===== src/rtl/pipeline_control_unit.sv =====
// Decode-stage sequencer for the RV32E pipeline: writeback scoreboard with RAW/WAW
// issue stall, redirect flush/refetch, and decode-error drain-to-halt.

module pcu_reg_slot #(
  parameter int CNT_W = 2
) (
  input  logic clock,
  input  logic reset,
  input  logic inc,
  input  logic dec,
  output logic busy,
  output logic full,
  output logic release_wb
);
  logic [CNT_W-1:0] cnt;

  assign busy       = (cnt != '0);
  assign full       = (cnt == {CNT_W{1'b1}});
  // A writeback against an idle register is dropped rather than wrapping the count.
  assign release_wb = dec && busy;

  always_ff @(posedge clock) begin
    if (reset)                     cnt <= '0;
    else if (inc && !release_wb)   cnt <= cnt + CNT_W'(1);
    else if (release_wb && !inc)   cnt <= cnt - CNT_W'(1);
  end
endmodule

module pipeline_control_unit #(
  parameter int NUM_REGS     = 16,
  parameter int CNT_W        = 2,
  parameter int MAX_INFLIGHT = 4,
  parameter int FLUSH_CYCLES = 2,
  parameter int ADDR_W       = 32
) (
  input  logic                        clock,
  input  logic                        reset,
  input  logic                        issue_valid,
  input  logic [$clog2(NUM_REGS)-1:0] issue_rs1,
  input  logic                        issue_rs1_used,
  input  logic [$clog2(NUM_REGS)-1:0] issue_rs2,
  input  logic                        issue_rs2_used,
  input  logic [$clog2(NUM_REGS)-1:0] issue_rd,
  input  logic                        issue_writes_rd,
  output logic                        issue_ready,
  input  logic                        wb_valid,
  input  logic [$clog2(NUM_REGS)-1:0] wb_rd,
  input  logic                        decode_error,
  input  logic                        redirect_valid,
  input  logic [ADDR_W-1:0]           redirect_target,
  output logic                        flush,
  output logic                        fetch_redirect,
  output logic [ADDR_W-1:0]           fetch_target,
  output logic                        fault
);
  localparam int RIDX_W = $clog2(NUM_REGS);
  localparam int IF_W   = $clog2(MAX_INFLIGHT + 1);
  localparam int FC_W   = $clog2(FLUSH_CYCLES + 1);

  typedef enum logic [1:0] {RUN, FLUSH, DRAIN, HALTED} state_t;

  state_t              state;
  logic [FC_W-1:0]     flush_cnt;
  logic [IF_W-1:0]     inflight;
  logic [NUM_REGS-1:0] busy_vec, full_vec, rel_vec;
  logic                hazard, fire, issue_inc, wb_live, wb_rel;

  assign hazard = (issue_rs1_used && issue_rs1 != '0 && busy_vec[issue_rs1]) ||
                  (issue_rs2_used && issue_rs2 != '0 && busy_vec[issue_rs2]) ||
                  (issue_writes_rd && issue_rd != '0 && full_vec[issue_rd]) ||
                  (inflight == IF_W'(MAX_INFLIGHT));

  assign issue_ready = !reset && (state == RUN) && !hazard && !redirect_valid && !decode_error;
  assign fire        = issue_valid && issue_ready;
  assign issue_inc   = fire && issue_writes_rd && (issue_rd != '0);
  // Once halted the scoreboard is frozen until reset.
  assign wb_live     = wb_valid && (state != HALTED);
  assign wb_rel      = |rel_vec;

  for (genvar r = 0; r < NUM_REGS; r++) begin : g_reg
    if (r == 0) begin : g_x0
      assign busy_vec[r] = 1'b0;
      assign full_vec[r] = 1'b0;
      assign rel_vec[r]  = 1'b0;
    end else begin : g_slot
      pcu_reg_slot #(.CNT_W(CNT_W)) u_slot (
        .clock      (clock),
        .reset      (reset),
        .inc        (issue_inc && (issue_rd == RIDX_W'(r))),
        .dec        (wb_live && (wb_rd == RIDX_W'(r))),
        .busy       (busy_vec[r]),
        .full       (full_vec[r]),
        .release_wb (rel_vec[r])
      );
    end
  end

  always_ff @(posedge clock) begin
    if (reset)                    inflight <= '0;
    else if (issue_inc && !wb_rel) inflight <= inflight + IF_W'(1);
    else if (wb_rel && !issue_inc) inflight <= inflight - IF_W'(1);
  end

  // Redirect entry loads the full count so flush covers the pulse cycle plus FLUSH_CYCLES.
  always_ff @(posedge clock) begin
    if (reset) begin
      state          <= RUN;
      flush_cnt      <= '0;
      flush          <= 1'b0;
      fetch_redirect <= 1'b0;
      fetch_target   <= '0;
      fault          <= 1'b0;
    end else begin
      fetch_redirect <= 1'b0;
      case (state)
        RUN, DRAIN, FLUSH: begin
          if (redirect_valid) begin
            state          <= FLUSH;
            flush_cnt      <= FC_W'(FLUSH_CYCLES);
            flush          <= 1'b1;
            fetch_redirect <= 1'b1;
            fetch_target   <= redirect_target;
          end else if (state == FLUSH) begin
            if (flush_cnt == '0) begin
              state <= RUN;
              flush <= 1'b0;
            end else begin
              flush_cnt <= flush_cnt - FC_W'(1);
            end
          end else if (state == RUN) begin
            if (decode_error) state <= DRAIN;
          end else if (inflight == '0) begin
            state <= HALTED;
            fault <= 1'b1;
          end
        end
        default: begin
          state <= HALTED;
        end
      endcase
    end
  end
endmodule

===== config.mk =====
export PLATFORM = sky130hd
export DESIGN_NAME = pipeline_control_unit
export DESIGN_NICKNAME = d
export VERILOG_FILES = /design/src/rtl/pipeline_control_unit.sv
export SDC_FILE = /design/constraint.sdc
export NUM_CORES = 1
export LEC_CHECK = 0
export ABC_AREA = 1
export CAP_MARGIN = 5
export CORE_MARGIN = 2
export CORE_UTILIZATION = 50
export DETAILED_ROUTE_END_ITERATION = 12
export PLACE_DENSITY = 0.9
export SYNTH_ARGS = -nofsm -noshare
export SYNTH_HDL_FRONTEND = slang
export SYNTH_HIERARCHICAL = 1
export SYNTH_SLANG_ARGS = --single-unit

===== constraint.sdc =====
create_clock -name clock -period 2.7 [get_ports clock]
set_input_delay 0.27 -clock clock [delete_from_list [all_inputs] [get_ports clock]]
set_output_delay 0.27 -clock clock [all_outputs]
set_load 0.01 [all_outputs]

==> results.ini, run 1 <==
[clock_network]
cts_tree = yes
holdBufCountCts = 0
clockBufferDepth = 2
htree_levels = 3
clkTransAtPathRegs_ns = 0.09
cts_buffers = 9
clock_latency_ns = 0.35
ctsResizeCount = 0
root_buffer = clkbuf_8
cts_setup_buffers = 0
cts.sinks = 72

[layout]
nNetsFinal = 946
utilization_pct = 68.3
n_antenna_cell = 0
drive_gt1_share_pct = 10.7
fillers = 712
area_growth_pct = 33.0
final_cells = 984

[global_routing]
grt_pass1_vias = 4537
grt_pass1_wl_um = 19900
track_usage_pct = 24.8
gr-total-overflow = 0
grt_max_degree = 34
antenna_found_initial = 0

[routing]
viasPerCell = 5.03
drc = 0
routed_wl_um = 12000
drt_pass1_iterations = 8
post_drt_wl_per_cell_um = 12.2
vias = 4949
drtIter0Drc = 292
ant_nets = 0

[worst_setup_path]
critPathKind = flip-flop to flip-flop
endpoint_kind = flip-flop
cp-start-kind = flip-flop
reg2reg_to = inflight[2]
r2r_slack_ns = 0.19
critical_path_required_ns = 2.95
worstRegToRegCells = 17
critPathMaxFanout = 4
crit_arrival_ns = 2.76

[sta]
slew_viol_final = 0
hold_viol = 0
finalCriticalPeriod_ns = 2.51
clock.fmax_mhz = 398
slew_headroom_pct = 34.8
grt_setup_unrepaired = true
finalCritPeriodShare_pct = 93.1
worst_pin_slew_ns = 0.977
setup_viol = 0
fin_skew_ns = 0.0135

[yosys]
syn_nets = 822
avgSynthCellArea_um2 = 6.00
synth_area_mm2 = 0.00448
syn_inst = 747
ys_ff_latch = 72
ys_warn_count = 6
ys_types = 26
seq_area_frac_synth_pct = 32.2

[worst_hold_path]
hold_class = flip-flop to flip-flop
hold_path.startpoint = fault
holdPathEnd = fault
whs_path_depth = 2

[power_and_ir_drop]
switching_share_pct = 28.6
p_int_uw = 1790
p_seq_share_pct = 45.7
p_comb_share_pct = 17.7
pwr-share-clk_pct = 36.6
leakage_uw = 0.00303
power_density_mw_per_mm2 = 420
p_sw_uw = 715
vdd_drop_max_mv = 0.353

[die]
dieArea_mm2 = 0.00973
die_x_um = 98.7
die_h_um = 98.7
initial_core_util_pct = 51.4
fp.coreArea_mm2 = 0.00872
io_pins = 93
num_rows = 34

[place]
port-buffer-count = 92
dp_hpwl_um = 9110
routabilityCongestion = 1.01
placed_cells = 968

[outcome]
status = finished, final reports clean

[job]
maxCapViolCount = 0

[state kept, by name (all words and copies together) (netlist names), named ones only]
register             flops
fault                    1
fetch_target            32
inflight                 3
fetch_redirect           1
flush                    1
g.g_slot.u_slot/cnt     30
state                    1
flush_cnt                2
[through the flow]
| step | cell area (µm²) | setup slack (ns) | setup TNS, ns | power [µW] | hold slack (ns) |
|---|---|---|---|---|---|
| after global routing | 5960 | -0.0655 | -0.0655 | 2620 | 0.486 |
| after floorplan | 4480 | 0.347 | 0 | 1360 | 0.342 |
| after global placement | 5720 | -0.0618 | -0.0986 | 1590 | 0.466 |
| after detailed placement | 5720 | -0.155 | -0.242 | 1600 | 0.465 |
| after CTS | 5930 | 0.0189 | 0 | 2520 | 0.481 |
| final | 5960 | 0.185 | 0 | 2500 | 0.490 |
[area by class of cell]
| type | instances | area (µm²) | area share [%] |
|---|---|---|---|
| multi-input cells | 499 | 2370 | 39.8 |
| flip-flops and latches | 72 | 1450 | 24.3 |
| repair buffers | 127 | 1190 | 19.9 |
| inverters | 162 | 608 | 10.2 |
| well taps | 108 | 135 | 2.27 |
| clock buffers | 9 | 124 | 2.08 |
| clock inverters | 7 | 83.8 | 1.41 |
[worst max-delay path, cell delays in order, from the launching register on]
cell and delay [ns]:
dfxtp_2 0.37, nand2_1 0.07, inv_2 0.07, nor2_2 0.07, nand2_2 0.10, nor2_1 0.05, nand2_1 0.10, inv_1 0.07
nor4_2 0.29, nand2_1 0.08, nor2_1 0.11, ha_1 0.15, inv_1 0.07, fa_1 0.40, a21oi_1 0.15, o21ai_1 0.09
o21ai_1 0.14, a21oi_1 0.05
[layout by cell type, fill, tap and decap left out, drive strengths merged, types with 9 or more instances in the layout]
master         Yosys  final
a21oi             22     22
buf                6     35
clkbuf             8      9
clkdlybuf4s50      0     91
dfxtp             72     72
ha                17     17
inv              162    166
nand2            185    185
nand3             38     38
nand4             19     19
nor2             139    139
o21ai             58     58
[how the worst max path moves through the flow]
stage / to / cells past startpoint / start / slack (ns)
finish: inflight[2] / 17 / flip-flop / 0.19
global route: inflight[2] / 17 / flip-flop / -0.07
global placement: inflight[2] / 16 / wb_rd[1] / -0.06
CTS: inflight[2] / 17 / state[0] / 0.02
floorplan: inflight[2] / 19 / g_reg[14].g_slot.u_slot/cnt[0] / 0.35
detailed placement: inflight[2] / 16 / wb_rd[1] / -0.15
[layer usage]
metal / vias to the layer above / GRT usage (%) / share of wire, %
met5: - / 0 / 0
li1: 2558 / - / -
met2: 203 / 40.1 / 44
met4: 0 / 9.48 / 2.8
met1: 2159 / 31.4 / 44
met3: 29 / 7.16 / 9.2
[kinds of logic after synthesis]
logic type                 synth area share (%)
adders and majority gates                  5.20
buffers and inverters                      15.3
AOI/OAI and AO/OA                          10.8
DFF                                        32.2
xor gates and xnor gates                  0.196
and+or+nand+nor                            36.3
[synthesized netlist by cell type, drive strengths merged]
| cell | instances | area share [%] |
|---|---|---|
| fa | 1 | 0.45 |
| buf | 6 | 1.1 |
| o211ai | 5 | 0.84 |
| clkbuf | 8 | 0.67 |
| nand4 | 19 | 3.0 |
| o21ai | 58 | 6.5 |
| nor4 | 3 | 0.42 |
| a21oi | 22 | 2.5 |
| xor2 | 1 | 0.20 |
| nand3 | 38 | 4.2 |
| nand2 | 185 | 16 |
| inv | 162 | 14 |
| a41oi | 1 | 0.20 |
| dfxtp | 72 | 32 |
| nor2 | 139 | 12 |
| a211oi | 2 | 0.34 |
| a31o | 1 | 0.20 |
| ha | 17 | 4.7 |
| a31oi | 2 | 0.28 |
| nor3 | 5 | 0.56 |
[power by group through the flow]
stage	registers, µW	logic (µW)	clock network [µW]
2_1_floorplan	1190	172	0
3_3_place_gp	1160	428	0
3_5_place_dp	1170	435	0
4_1_cts	1140	439	940
5_1_grt	1150	486	980
6_report	1140	442	916
Power figures use the tool's default switching activity.
==> run 2, diff against run 1 <==
--- a/config.mk
+++ b/config.mk
@@ -6,7 +6,6 @@
 export NUM_CORES = 1
 export LEC_CHECK = 0
 export ABC_AREA = 1
-export CAP_MARGIN = 5
 export CORE_MARGIN = 2
 export CORE_UTILIZATION = 50
 export DETAILED_ROUTE_END_ITERATION = 12
==> results of run 2 <==
Same layout as run 1: the final DEF is identical, and so are final timing and power.
